**src/rtl/disp_share_arbiter.sv**
```systemverilog
// Round-robin owner of the shared 4-digit display: three sources request the screen,
// and a granted source stays on screen for at least HOLD_TICKS time-base strobes.
module disp_share_arbiter #(
    parameter int HOLD_TICKS = 3
) (
    input  logic        clk,
    input  logic        rst,
    input  logic        tick,
    input  logic [2:0]  req,
    input  logic [15:0] data0,
    input  logic [15:0] data1,
    input  logic [15:0] data2,
    output logic [2:0]  grant,
    output logic        busy,
    output logic [3:0]  dig3,
    output logic [3:0]  dig2,
    output logic [3:0]  dig1,
    output logic [3:0]  dig0
);

    localparam int              CNT_W    = (HOLD_TICKS < 1) ? 1 : $clog2(HOLD_TICKS + 1);
    localparam logic [CNT_W-1:0] HOLD_CNT = CNT_W'(HOLD_TICKS);
    localparam logic [15:0]     BLANK    = 16'hDDDD;

    typedef enum logic [1:0] {IDLE, GRANT, LINGER} state_t;

    state_t           state;
    logic [1:0]       owner;
    logic [1:0]       last;
    logic [CNT_W-1:0] cnt;
    logic [15:0]      digits;

    logic [3:0]  req_x;
    logic [1:0]  base, c1, c2, nxt;
    logic [15:0] owner_data, nxt_data;
    logic        any_req, owner_req, other_req, cnt_zero;
    logic        release_now, start_grant;

    function automatic logic [2:0] onehot(input logic [1:0] idx);
        onehot = 3'b001 << idx;
    endfunction

    // Padded so a 2-bit index can never select outside the vector.
    assign req_x     = {1'b0, req};
    assign any_req   = |req;
    assign owner_req = req_x[owner];
    assign other_req = |(req & ~onehot(owner));
    assign cnt_zero  = (cnt == '0);

    // Scan order (base+1)%3, (base+2)%3, base; base is the owner being released.
    always_comb begin
        base = (state == IDLE) ? last : owner;
        c1   = (base == 2'd2) ? 2'd0 : base + 2'd1;
        c2   = (c1 == 2'd2) ? 2'd0 : c1 + 2'd1;
        if (req_x[c1])      nxt = c1;
        else if (req_x[c2]) nxt = c2;
        else                nxt = base;
    end

    always_comb begin
        case (owner)
            2'd0:    owner_data = data0;
            2'd1:    owner_data = data1;
            default: owner_data = data2;
        endcase
        case (nxt)
            2'd0:    nxt_data = data0;
            2'd1:    nxt_data = data1;
            default: nxt_data = data2;
        endcase
    end

    // Release decisions look at the registered cnt, never the value a same-edge tick produces.
    always_comb begin
        release_now = 1'b0;
        case (state)
            GRANT:   release_now = cnt_zero && (!owner_req || other_req);
            LINGER:  release_now = cnt_zero;
            default: release_now = 1'b0;
        endcase
    end

    assign start_grant = any_req && ((state == IDLE) || release_now);

    // NOTE: all state and outputs update with <= so every branch sees pre-edge values.
    always_ff @(posedge clk) begin
        if (rst) begin
            state  <= IDLE;
            owner  <= 2'd0;
            last   <= 2'd2;
            cnt    <= '0;
            grant  <= 3'b000;
            busy   <= 1'b0;
            digits <= BLANK;
        end else if (start_grant) begin
            if (state != IDLE) last <= owner;
            owner  <= nxt;
            grant  <= onehot(nxt);
            busy   <= 1'b1;
            digits <= nxt_data;
            cnt    <= HOLD_CNT;
            state  <= GRANT;
        end else if (release_now) begin
            last   <= owner;
            grant  <= 3'b000;
            busy   <= 1'b0;
            digits <= BLANK;
            cnt    <= '0;
            state  <= IDLE;
        end else begin
            if (tick && !cnt_zero) cnt <= cnt - CNT_W'(1);
            if (state == GRANT) begin
                if (!owner_req) state  <= LINGER;
                else            digits <= owner_data;
            end
        end
    end

    assign dig3 = digits[15:12];
    assign dig2 = digits[11:8];
    assign dig1 = digits[7:4];
    assign dig0 = digits[3:0];

endmodule

```
**config.mk**
```make
export PLATFORM = sky130hd
export DESIGN_NAME = disp_share_arbiter
export DESIGN_NICKNAME = d
export VERILOG_FILES = /design/src/rtl/disp_share_arbiter.sv
export SDC_FILE = /design/constraint.sdc
export NUM_CORES = 1
export LEC_CHECK = 0
export ABC_AREA = 1
export CAP_MARGIN = 40
export CORE_MARGIN = 2
export CORE_UTILIZATION = 43
export CTS_BUF_LIST = sky130_fd_sc_hd__clkbuf_2
export CTS_CLUSTER_DIAMETER = 200
export DETAILED_ROUTE_END_ITERATION = 10
export PLACE_DENSITY = 0.83
export SETUP_SLACK_MARGIN = 0.1
export SLEW_MARGIN = 20
export SYNTH_ARGS = -nofsm -noshare
export SYNTH_HDL_FRONTEND = slang
export SYNTH_SLANG_ARGS = --single-unit
```
**constraint.sdc**
```tcl
create_clock -name clk -period 1.8 [get_ports clk]
set_input_delay 0.27 -clock clk [delete_from_list [all_inputs] [get_ports clk]]
set_output_delay 0.27 -clock clk [all_outputs]
set_load 0.02 [all_outputs]
```
Yosys cells after proc, flatten, opt, wreduce, memory -nomap -nowiden
Cells that the tools add are included.
Widths: inputs -> output; s select.
- mux-type cells: 32
- reductions and logical operators: 23
- add/subtract/negate cells: 3
- shift-type cells: 2
- eq/ne operators: 8
- bitwise gates (word level): 3
- $lt $le $gt $ge: 3
- operators with widths (cell ; count):
    $mux 16 ; 4
    $pmux 16 s2 ; 2
    $mux 2 ; 11
    $lt 2x3->1 const B ; 3
    $mux 1 ; 9
    $reduce_bool 3->1 ; 3
    $reduce_or 3->1 ; 3
    $logic_not 2->1 ; 4
    $reduce_and 2->1 ; 4
    $bmux 1 s2 ; 3
    $eq 2x1->1 const B ; 3
    $eq 2x2->1 const B ; 3
    $mux 3 ; 2
    $shl 1x2->3 const A ; 2
    $add 2x1->2 const B ; 2
    $reduce_bool 2->1 ; 2
    $and 3x3->3 ; 1
    $logic_and 1x1->1 ; 3
    $ne 3x1->1 const B ; 1
    $not 3->3 ; 1
    $logic_not 1->1 ; 2
    $logic_or 1x1->1 ; 2
    $ne 2x1->1 const B ; 1
    $pmux 1 s2 ; 1
    2 further kinds ; 2
- register bits after elaboration: 28
- input bits: 54
- output and inout port bits: 20

Depth between registers and ports, before layout
- depth in word-level cells: 13
- mapped depth: 17
- gate-level depth less buffers: 16

Least setup slack after synthesis
OpenSTA, ideal clock, no wires.
- kind: register -> register
- start: register state[0]
- end: register digits[10]
- stages on the path, launching flop included: 17
- slack: -115 ps
- data arrival time: 1803 ps
- clock period less this slack: 1915 ps
- setup time: 112 ps
- cells stage by stage: dfxtp_1 -> inv_1 -> ha_1 -> nand2_1 -> nand2_4 -> or2_1 -> nand2_1 -> nand2_1 -> nand2_1 -> nand2_2 -> nand2_4 -> nor2_2 -> buf_6 -> nand2_1 -> nand3b_1 -> nand2_1 -> nand2_1
- cells in the longest elaborated chain, start to end: 13
- elaborated cells on any way between the ends: 27
- ends and longest elaborated chain (item ; RTL line ; source):
    from (decl) ; 27 ; state_t state;
    from (signal assigned) ; 88 ; state <= IDLE;
    from (signal assigned) ; 102 ; state <= GRANT;
    from (signal assigned) ; 109 ; state <= IDLE;
    $logic_not 2->1 ; 52, 83 ;
    $mux 2 ; 52 ; base = (state == IDLE) ? last : owner;
    $add 2x1->2 / $eq 2x2->1 (equally long branches) ; 53 ; c1 = (base == 2'd2) ? 2'd0 : base + 2'd1;
    $mux 2 ; 53 ;
    $add 2x1->2 / $eq 2x2->1 (equally long branches) ; 54 ; c2 = (c1 == 2'd2) ? 2'd0 : c1 + 2'd1;
    $mux 2 ; 54 ;
    $bmux 1 s2 ; 56 ; else if (req_x[c2]) nxt = c2;
    $mux 1 (implied by the code) ; 56 ;
    $mux 2 ; 56 ;
    $mux 2 ; 55 ; if (req_x[c1]) nxt = c1;
    $eq 2x1->1 / $logic_not 2->1 (equally long branches) ; 66 ; case (nxt)
    $pmux 16 s2 ; 66 ;
    $mux 16 ; 95 ; end else if (start_grant) begin
    to (signal assigned) ; 100 ; digits <= nxt_data;
    to (signal assigned) ; 114 ; else digits <= owner_data;
    to (decl) ; 31 ; logic [15:0] digits;
Several ways; a longest one is shown, not always the timed one. The select of a mux whose other input is x is not followed.
A chain may end at the register's enable or synchronous reset.

Final worst setup path
- start: register state[1]
- end: register digits[9]
Same word-level chain as after synthesis.

==> impl_metrics.yaml <==
place:
  dp_hpwl_mm: 5.41
  pre_cts_ws_ns: -0.272
  dp.cells: 543
  io_buffers: 73
  post_dp_cell_area_mm2: 0.00336
  gp_congestion: 0.881
run_status:
  violations: "setup timing"
  status: "finished, violations left"
grt:
  antenna_found_initial: 0
  gr-total-overflow: 0
  grt_max_degree: 22
  gr-usage-all-layers_pct: 26.0
  grt_pass1_vias: 2856
  grt_pass1_wl_mm: 12.8
logic_synthesis:
  yosys-top-cells-count: "143 x nand2_1, 38 x inv_1, 34 x nand3_1"
  synthArstFlopShare_pct: 0
  avgSynthCellArea_um2: 6.00
  synth_seq_cells: 28
  netlist_area_mm2: 0.00226
  netlist.top_cell.by_area: "dfxtp_1"
  yosysWarnings: 0
  synth_edf_count: 0
  syn-instance-count: 377
  synth_top_cell_area_share_pct: 24.8
  synth_most_common_cell: "nand2_1"
  ys_seq_area_share_pct: 24.8
  synth.area.top_cells: "dfxtp_1 25%, nand2_1 24%, nand3_1 7.5%"
  syn_nets: 435
  ys.flop_type: "dfxtp_1"
  yosysUniqueCellTypes: 29
worst_setup_path:
  rr_startpoint: "state[1]"
  worst-setup-path-type: "register to register"
  cp-startpoint: "state[1]"
  cp-end-kind: "register"
  crit_slowest_cell: "dfxtp_2"
  reg2reg_to: "digits[9]"
  start_kind: "register"
  crit_chain: "inv_2, ha_4, inv_4, nand2_4, nand2_4, or2_4, o21ai_2, inv_2, o21ai_4, buf_6, nand3_2, nand2_2, inv_1, nand3_1, nand2_1, inv_1"
  rrSetupSlack_ns: -0.11
  cp.required_ns: 2.17
  arrival_ns: 2.28
  r2r_cells: 16
  critPathMaxStageDelay_ns: 0.39
  cp_max_fo: 8
pwr:
  ir_worst_vdd_uv: 715
  power_leakage_nw: 1.84
  power_density_mw_per_mm2: 1120
worst_hold_path:
  hold_end: "owner[1]"
  hold_depth: 3
  hold_path_class: "input pin to register"
  min_from: "rst"
timing:
  finalSetupTns_ns: -1.20
  period_needed_ns: 1.91
  layout_setup_ws_ns: -0.107
  setup_violations: 18
  rsz0062_at_grt: "true"
  skew_ns: 0.0363
  worst_pin_slew_ns: 0.580
  fmax_mhz: 524
  post-route-period-util_pct: 106
  hold_viol_final: 0
  slew_headroom_pct: 61.3
  slew_viol_final: 0
detailed_routing:
  wirelength_mm: 8.16
  firstDrtPassIters: 5
  remaining_drc_errors: 0
  wl_per_cell_um: 14.7
  vias: 3018
  ant_nets: 0
  drt_iter0_markers: 260
  vias_per_cell: 5.43
floorplan:
  dieArea_mm2: 0.00585
  num_rows: 26
  start_util_pct: 44.6
  io_pins: 74
  core_mm2: 0.00507
  die_w_um: 76.5
  die_h_um: 76.5
clocking:
  clk_pin_slew_worst_paths_ns: 0.32
  worstSkewPairLatency_ns: 0.43
  cts_made_buffers: 3
  clockBufferDepth: 2
  htreeDepth: 1
  cts-root-buf: "clkbuf_2"
  cts_hold_buf: 0
  tritoncts: "built"
  clock_sinks: 28
finish:
  n_antenna_cell: 0
  drive_gt1_share_pct: 25.1
  fin_nets: 545
  syn2layout_area_growth_pct: 63.4
  stdcell_count: 556
  final_area_mm2: 0.00369
  fill_cells: 399
flow_run:
  drv_cap: 0
==> how the worst max path moves through the flow <==
stage	endpoint	cells after the start	slack, ns
final	digits[9]	16	-0.11
after global routing	digits[4]	16	-0.22
after CTS	digits[4]	17	-0.09
after detailed placement	digits[5]	12	-0.27
after global placement	digits[5]	12	-0.20
after floorplan	digits[10]	17	-0.04
==> registers in the layout (all words and copies together), names as in the netlist <==
name and count:
digits 16, busy 1, last 2, state 2, grant 3, cnt 2
owner 2
==> critical path, delay by kind of cell, from the launching register on <==
kind                       cells  cell delay, ns
buffers and inverters          6            0.44
DFF                            1            0.39
and+or+nand+nor                7            0.61
AOI/OAI and AO/OA              2            0.26
adders and majority gates      1            0.17
==> kinds of logic (layout without fill, tap and decap cells) <==
family	after synthesis	count (layout)	share of synthesized area, %
and+or+nand+nor	216	216	42.8
AOI/OAI and AO/OA	68	68	18.6
buffers and inverters	61	170	11.6
DFF	28	28	24.8
adders and majority gates	4	4	2.21
==> layer usage <==
layer / up-vias / routed length [um] / global-route usage [%]
met5: - / 0 / 0
met4: 0 / 192 / 9.09
met3: 34 / 805 / 4.86
met2: 176 / 4000 / 44.9
met1: 1363 / 3160 / 32.2
li1: 1445 / - / -
==> report_power, final <==
part	leakage, nW	internal, mW	switching, mW
Sequential	0.233	0.785	0.0937
Clock	0.0266	0.191	0.222
Combinational	1.58	1.27	1.57
Total	1.84	2.24	1.88
==> cell usage in the layout, fill, tap and decap left out, drive strengths merged <==
cell type	instances
clkdlybuf4s50	53
dlymetal6s2s	13
a21oi	27
nand3	38
nand4	5
a22oi	2
bufinv	1
o211ai	2
nand2	148
buf	50
a22o	11
dlygate4sd2	7
nor2	11
a21boi	1
o21ai	25
dfxtp	28
clkbuf	3
inv	43
ha	4
or2	1
nand3b	12
nor3	1
==> cell type report <==
type / instances / area, um^2 / area share, %
clock inverter: 1 / 30.0 / 0.813
inverter: 43 / 164 / 4.44
timing repair buffer: 123 / 1210 / 32.8
sequential: 28 / 566 / 15.3
tap: 70 / 87.6 / 2.37
clock buffer: 3 / 15.0 / 0.407
multi-input combinational: 288 / 1620 / 43.8
==> per-stage QoR <==
stage | utilization (%) | hold slack [ns] | power (mW)
6_report | 72.8 | 0.477 | 4.13
5_1_grt | 72.8 | 0.499 | 4.41
4_1_cts | 69.6 | 0.495 | 3.94
3_5_place_dp | 66.2 | 0.462 | 3.38
3_3_place_gp | 66.2 | 0.463 | 3.34
2_1_floorplan | - | 0.332 | 2.41
==> repair_timing <==
| action | 4_1_cts | 5_1_grt |
|---|---|---|
| resized for setup | 37 | 46 |
| gates cloned | 1 | 1 |
| setup endpoints to repair | 31 | 38 |
| pin swaps | 9 | 10 |
| endpoints found under the hold margin | 0 | 0 |
| buffers inserted | 4 | 3 |
No activity file was read; power rests on OpenSTA's default activity.
